## config.mk

```make
export PLATFORM = sky130hd
export DESIGN_NAME = mux_scan_sequencer
export DESIGN_NICKNAME = d
export VERILOG_FILES = /design/src/rtl/mux_scan_sequencer_pkg.sv /design/src/rtl/mux_scan_sequencer_next_channel_finder.sv /design/src/rtl/mux_scan_sequencer.sv
export SDC_FILE = /design/constraint.sdc
export NUM_CORES = 1
export LEC_CHECK = 0
export BUFFER_PORTS_ARGS = -buffer_cell sky130_fd_sc_hd__buf_2
export CAP_MARGIN = 0
export CELL_PAD_IN_SITES_DETAIL_PLACEMENT = 1
export CELL_PAD_IN_SITES_GLOBAL_PLACEMENT = 1
export CORE_AREA = 4 4 74 48
export DETAILED_ROUTE_END_ITERATION = 10
export DIE_AREA = 0 0 78 52
export HOLD_SLACK_MARGIN = 0.1
export MAX_ROUTING_LAYER = met4
export PLACE_DENSITY_LB_ADDON = 0.1
export SYNTH_ARGS = -nofsm -noshare
export SYNTH_HDL_FRONTEND = slang
export SYNTH_HIERARCHICAL = 1
export SYNTH_SLANG_ARGS = --single-unit
```

## constraint.sdc

```tcl
create_clock -name clk -period 4.92 [get_ports clk]
set_input_delay 0.984 -clock clk [delete_from_list [all_inputs] [get_ports clk]]
set_output_delay 0.984 -clock clk [all_outputs]
set_load 0.005 [all_outputs]
```

## src/rtl/mux_scan_sequencer_pkg.sv

```systemverilog
// Shared constants and FSM state type for the mux scan sequencer and its helper logic.
package mux_pkg;

  localparam int NUM_CH = 4;
  localparam int ADDR_W = 2;

  typedef enum logic [1:0] {
    IDLE   = 2'd0,
    SETTLE = 2'd1,
    OUT    = 2'd2
  } state_e;

endpackage : mux_pkg

```

## src/rtl/mux_scan_sequencer_next_channel_finder.sv

```systemverilog
// Picks the next enabled channel: the lowest set mask bit when first_i is high,
// otherwise the lowest set bit strictly above the current channel.
module next_channel_finder
  import mux_pkg::*;
(
  input  logic [NUM_CH-1:0] mask_i,
  input  logic [ADDR_W-1:0] cur_i,
  input  logic              first_i,
  output logic [ADDR_W-1:0] next_o,
  output logic              found_o
);

  // NOTE: every output of a combinational block gets a default before any
  // conditional assignment, otherwise synthesis infers a latch.
  always_comb begin
    next_o  = '0;
    found_o = 1'b0;
    // Scan downwards so the lowest qualifying index is the one left standing.
    for (int i = NUM_CH - 1; i >= 0; i--) begin
      if (mask_i[i] && (first_i || (i > int'(cur_i)))) begin
        next_o  = ADDR_W'(i);
        found_o = 1'b1;
      end
    end
  end

endmodule : next_channel_finder

```

## src/rtl/mux_scan_sequencer.sv

```systemverilog
// Steps the 4:1 mux select through the enabled channels, dwells on each, samples
// mux_out and hands the assembled frame downstream over a valid/ready handshake.
module mux_scan_sequencer
  import mux_pkg::*;
#(
  parameter int DWELL = 2,
  parameter int CNT_W = 4
) (
  input  logic              clk,
  input  logic              rst_n,
  input  logic              start,
  input  logic [NUM_CH-1:0] enable_mask,
  output logic              address0,
  output logic              address1,
  input  logic              mux_out,
  output logic              busy,
  output logic              frame_valid,
  input  logic              frame_ready,
  output logic [NUM_CH-1:0] frame_data,
  output logic [NUM_CH-1:0] frame_mask
);

  localparam logic [CNT_W-1:0] CNT_RELOAD = CNT_W'(DWELL - 1);
  localparam logic [CNT_W-1:0] CNT_ONE    = CNT_W'(1);

  state_e              state_q, state_d;
  logic [ADDR_W-1:0]   ch_q, ch_d;
  logic [CNT_W-1:0]    cnt_q, cnt_d;
  logic [NUM_CH-1:0]   data_q, data_d;
  logic [NUM_CH-1:0]   mask_q, mask_d;

  logic [ADDR_W-1:0]   first_ch;
  logic                first_found;
  logic [ADDR_W-1:0]   next_ch;
  logic                next_found;
  logic                start_ok;

  // First channel of a new scan comes straight from the incoming mask.
  next_channel_finder u_first_finder (
    .mask_i  (enable_mask),
    .cur_i   ('0),
    .first_i (1'b1),
    .next_o  (first_ch),
    .found_o (first_found)
  );

  next_channel_finder u_next_finder (
    .mask_i  (mask_q),
    .cur_i   (ch_q),
    .first_i (1'b0),
    .next_o  (next_ch),
    .found_o (next_found)
  );

  // An all-zero mask yields no first channel, so such a start is ignored.
  assign start_ok = start && first_found;

  always_comb begin
    state_d = state_q;
    ch_d    = ch_q;
    cnt_d   = cnt_q;
    data_d  = data_q;
    mask_d  = mask_q;

    unique case (state_q)
      IDLE: begin
        if (start_ok) begin
          state_d = SETTLE;
          mask_d  = enable_mask;
          data_d  = '0;
          ch_d    = first_ch;
          cnt_d   = CNT_RELOAD;
        end
      end

      SETTLE: begin
        if (cnt_q != '0) begin
          cnt_d = cnt_q - CNT_ONE;
        end else begin
          // mux_out is only looked at here, so X on other cycles never propagates.
          data_d[ch_q] = mux_out;
          if (next_found) begin
            ch_d  = next_ch;
            cnt_d = CNT_RELOAD;
          end else begin
            state_d = OUT;
          end
        end
      end

      OUT: begin
        if (frame_ready) begin
          if (start_ok) begin
            state_d = SETTLE;
            mask_d  = enable_mask;
            data_d  = '0;
            ch_d    = first_ch;
            cnt_d   = CNT_RELOAD;
          end else begin
            state_d = IDLE;
          end
        end
      end

      default: state_d = IDLE;
    endcase
  end

  // NOTE: sequential state uses non-blocking assignments so every register
  // samples the pre-edge values, independent of statement order.
  always_ff @(posedge clk) begin
    if (!rst_n) begin
      state_q <= IDLE;
      ch_q    <= '0;
      cnt_q   <= '0;
      data_q  <= '0;
      mask_q  <= '0;
    end else begin
      state_q <= state_d;
      ch_q    <= ch_d;
      cnt_q   <= cnt_d;
      data_q  <= data_d;
      mask_q  <= mask_d;
    end
  end

  // Address parks at 00 in IDLE; in OUT it keeps the last sampled channel.
  assign {address1, address0} = (state_q == IDLE) ? '0 : ch_q;
  assign busy        = (state_q == SETTLE) || (state_q == OUT);
  assign frame_valid = (state_q == OUT);
  assign frame_data  = (state_q == OUT) ? data_q : '0;
  assign frame_mask  = (state_q == OUT) ? mask_q : '0;

endmodule : mux_scan_sequencer

```

==> metrics.csv <==
stage,metric,value,unit
power,worst vdd ir,0.183,mV
routing,ANT nets after route,0,
cts,clock input transition at the sequential cells of the worst setup and hold paths,0.06,ns
global_route,overall fraction of global-route tracks in use,18.9,%
die,initial core utilization,43.4,%
die,overall die area,4060,um2
die,placeable core area,2830,um2
cts,post-CTS setup-driven buffer insertion count,0,
power,PnR Total Power,0.467,mW
placement,Port Buf Inserts,20,
routing,via density per instance,5.15,
worst_setup_path,Top Family by Delay on Critical Path,flip-flops,
worst_setup_path,worst path bufs/invs,2,
synthesis,Yosys warnings,6,
synthesis,Post-Syn Area per Cell,8.03,um2
sta,final number of max-transition violations,0,
placement,area after detailed placement,1420,um2
synthesis,portion of the post-synthesis area used by sequential elements,26.1,%
worst_setup_path,crit path DAT,1.62,ns
worst_setup_path,slowest CP cell,sky130_fd_sc_hd__dfxtp_1,
final_layout,antenna diode instance count,0,
worst_setup_path,Critical Path End Type,primary output,
routing,DR WL/cell,14.7,um
final_layout,Area growth syn-to-layout,18.6,%
global_route,number of global-route vias before repair,1179,
hold_path,Worst Hold Path Cells,2,
sta,Final Hold Fails,0,
power,part of the power in combinational logic,42.0,%
sta,share of the cycle needed by the critical path after routing,53.0,%
power,total internal power,0.285,mW
power,power density normalized to cell area,320,nW/um2
synthesis,combined area of all synthesized cells,1230,um2
routing,number of detailed-routing iterations run before antenna repair,4,
worst_setup_path,worst reg2reg endpoint,state_q[1],
die,Chip Height,52,um
final_layout,Layout Nets,204,
worst_setup_path,critical path launch point type,flip-flop,
cts,H-tree depth,1,
power,power spent charging and discharging nets,0.182,mW
sta,normalized max-slew margin,55.5,%
routing,number of vias after detailed routing,1174,
global_route,number of antenna violations at the first check in global routing,0,
global_route,global-route wire length before repair,5800,um
final_layout,Filler Cells Inserted,363,
worst_setup_path,r2r startpoint,ch_q[1],
die,number of core rows,15,
routing,DRC violations left,0,
worst_setup_path,maximum cell stage delay along the critical path,0.50,ns
placement,HPWL after DPL,2590,um
global_route,GR Overflow Total,0,
final_layout,share of layout cells above drive strength 1,16.1,%
cts,CTS root buffer,sky130_fd_sc_hd__clkbuf_8,
cts,CTS tree,built,
sta,final setup violating endpoints,0,
sta,largest clock skew in the final design,0.00269,ns
synthesis,async set-reset flop share out of synthesis,0,%
cts,source-to-sink clock delay at the later pin of the worst-skew pair,0.25,ns
die,x dimension of the die,78,um
synthesis,"EDFF count, synth",0,
sta,total negative slack for setup checks,0,ns
routing,initial drt markers,50,
power,switching portion of total power,38.9,%
sta,transition time at the pin with the least slew margin,0.667,ns
power,portion of total power attributed to sequential cells,36.4,%
die,count of boundary I/O pins,21,
cts,cts-stage hold buffer count,0,
hold_path,worst hold path class,flip-flop to flip-flop,
worst_setup_path,worst reg-to-reg setup slack,2.43,ns
routing,final wirelength,3350,um
final_layout,Multi-input gate area,902,um2
final_layout,register area,320,um2
worst_setup_path,largest fanout on the critical path,12,
cts,number of buffers created by CTS,3,
run,maxcap violations,0,
hold_path,Hold Path Origin,cnt_q[1],
cts,number of buffers between clock root and the deepest sink,2,
sta,RSZ-0062 raised after global routing,no,
cts,PostCTS Resize Cnt,0,
worst_setup_path,cell count of the worst reg-to-reg path,7,
worst_setup_path,worst endpoint required time,3.94,ns
synthesis,Unique masters post-synth,41,
power,cell leakage power,0.695,nW
hold_path,"Endpoint, Worst Hold",cnt_q[1],
global_route,maximum number of pins on one net before global-route repair,26,
sta,post-layout minimum cycle time,2.61,ns
power,power share of the clock group,21.6,%
run_status,run status,completed,
placement,global placement routability congestion,0.793,
cts,CTS sink count,16,
worst_setup_path,Worst Setup Path Type,flip-flop to primary output,
synthesis,top_reg_cell synth,sky130_fd_sc_hd__dfxtp_1,
final_layout,Finished Cell Area,1460,um2
synthesis,number of synthesized register bits,16,
synthesis,gate count of the mapped netlist,153,
sta,worst hold slack,0.479,ns
worst_setup_path,ordered cell list for the critical path,"inv_1, ha_1, and2_1, buf_2",
sta,highest achievable clock rate,384,MHz
## cell usage after synthesis (2+ instances only)
cell type	n	area share, %
sky130_fd_sc_hd__mux2i_1	10	8.1
sky130_fd_sc_hd__dfxtp_1	16	26
sky130_fd_sc_hd__buf_2	2	0.81
sky130_fd_sc_hd__o2111ai_1	2	1.4
sky130_fd_sc_hd__nor2b_1	8	4.1
sky130_fd_sc_hd__o21ba_1	2	1.6
sky130_fd_sc_hd__o21ai_0	6	2.4
sky130_fd_sc_hd__nor3b_1	2	1.2
sky130_fd_sc_hd__ha_1	7	7.1
sky130_fd_sc_hd__a211o_1	2	1.4
sky130_fd_sc_hd__and3_1	2	1.0
sky130_fd_sc_hd__nand2b_1	3	1.5
sky130_fd_sc_hd__inv_1	11	3.4
sky130_fd_sc_hd__nand3_1	2	0.81
sky130_fd_sc_hd__nand2_1	16	4.9
sky130_fd_sc_hd__and2_1	8	4.1
sky130_fd_sc_hd__a41o_1	4	3.3
sky130_fd_sc_hd__conb_1	2	0.61
sky130_fd_sc_hd__clkbuf_1	3	0.92
sky130_fd_sc_hd__mux2_2	2	1.8
sky130_fd_sc_hd__a21oi_1	8	3.3
sky130_fd_sc_hd__nor2_1	11	3.4
sky130_fd_sc_hd__nor3_1	4	1.6
sky130_fd_sc_hd__a31oi_1	2	1.0
sky130_fd_sc_hd__a2bb2oi_1	2	1.4
## registers in the layout (all words and copies together), names as in the netlist
name     cells
cnt_q        4
data_q       4
state_q      2
mask_q       4
ch_q         2
## how the worst max path moves through the flow
stage | startpoint | to | slack [ns] | cells past startpoint
2_1_floorplan | enable_mask[1] | cnt_q[2] | 2.63 | 6
3_3_place_gp | enable_mask[1] | cnt_q[2] | 2.40 | 7
3_5_place_dp | enable_mask[1] | cnt_q[2] | 2.34 | 7
4_1_cts | state_q[0] | frame_mask[3] | 2.32 | 4
5_1_grt | state_q[0] | frame_data[2] | 2.22 | 4
6_report | state_q[0] | frame_mask[3] | 2.31 | 4
## area by class of cell
type / instances / area share (%)
repair buffers: 20 / 6.87
well taps: 42 / 3.61
multi-input cells: 136 / 61.9
flip-flops and latches: 16 / 22.0
clock buffers: 3 / 2.83
inverters: 11 / 2.83
## worst reg2reg max path, stage by stage, from the launching register on
cell and delay, ns:
sky130_fd_sc_hd__dfxtp_1 0.52, sky130_fd_sc_hd__nor2b_1 0.19, sky130_fd_sc_hd__a2bb2oi_1 0.26, sky130_fd_sc_hd__o21ai_0 0.25
sky130_fd_sc_hd__or4b_4 0.56, sky130_fd_sc_hd__a221oi_4 0.29, sky130_fd_sc_hd__mux2i_1 0.25, sky130_fd_sc_hd__nor2b_1 0.06
## layer usage
layer	wire length, um	vias up	global-route usage [%]
met2	1470	24	30.3
li1	-	594	-
met3	179	0	4.15
met1	1700	556	25.6
met5	0	-	-
met4	0	0	1.74
## per-stage QoR
stage / setup WS, ns / utilization (%) / instances
2_1_floorplan: 2.63 / - / 168
3_3_place_gp: 2.40 / 50.0 / 225
3_5_place_dp: 2.34 / 50.0 / 225
4_1_cts: 2.32 / 51.4 / 228
5_1_grt: 2.22 / 51.4 / 228
6_report: 2.31 / 51.4 / 228
## power by group through the flow
stage	registers (mW)	clock network, mW	logic (mW)
finish	0.170	0.101	0.196
floorplan	0.164	0	0.149
CTS	0.170	0.104	0.194
global placement	0.171	0	0.185
detailed placement	0.172	0	0.193
global route	0.173	0.110	0.218
## cells in the final DEF, fill, tap and decap left out, types with 3 or more instances in the layout
master / netlist / layout
sky130_fd_sc_hd__buf_2: 2 / 20
sky130_fd_sc_hd__conb_1: 2 / 17
sky130_fd_sc_hd__nand2_1: 16 / 16
sky130_fd_sc_hd__dfxtp_1: 16 / 16
sky130_fd_sc_hd__inv_1: 11 / 11
sky130_fd_sc_hd__nor2_1: 11 / 11
sky130_fd_sc_hd__mux2i_1: 10 / 10
sky130_fd_sc_hd__and2_1: 8 / 8
sky130_fd_sc_hd__nor2b_1: 8 / 8
sky130_fd_sc_hd__a21oi_1: 8 / 8
sky130_fd_sc_hd__ha_1: 7 / 7
sky130_fd_sc_hd__o21ai_0: 6 / 6
sky130_fd_sc_hd__a41o_1: 4 / 4
sky130_fd_sc_hd__nor3_1: 4 / 4
sky130_fd_sc_hd__nand2b_1: 3 / 3
sky130_fd_sc_hd__clkbuf_8: 0 / 3
## kinds of logic (layout without fill, tap and decap cells)
logic type	after synthesis	after routing	share of synthesized area [%]
adders and majority gates	7	7	7.13
buffers and inverters	16	34	5.09
and+or+nand+nor	64	64	28.0
AOI/OAI and AO/OA	36	36	23.1
other	2	17	0.611
DFF	16	16	26.1
muxes	12	12	9.98
Note: power is estimated with default switching activity, not from simulation.
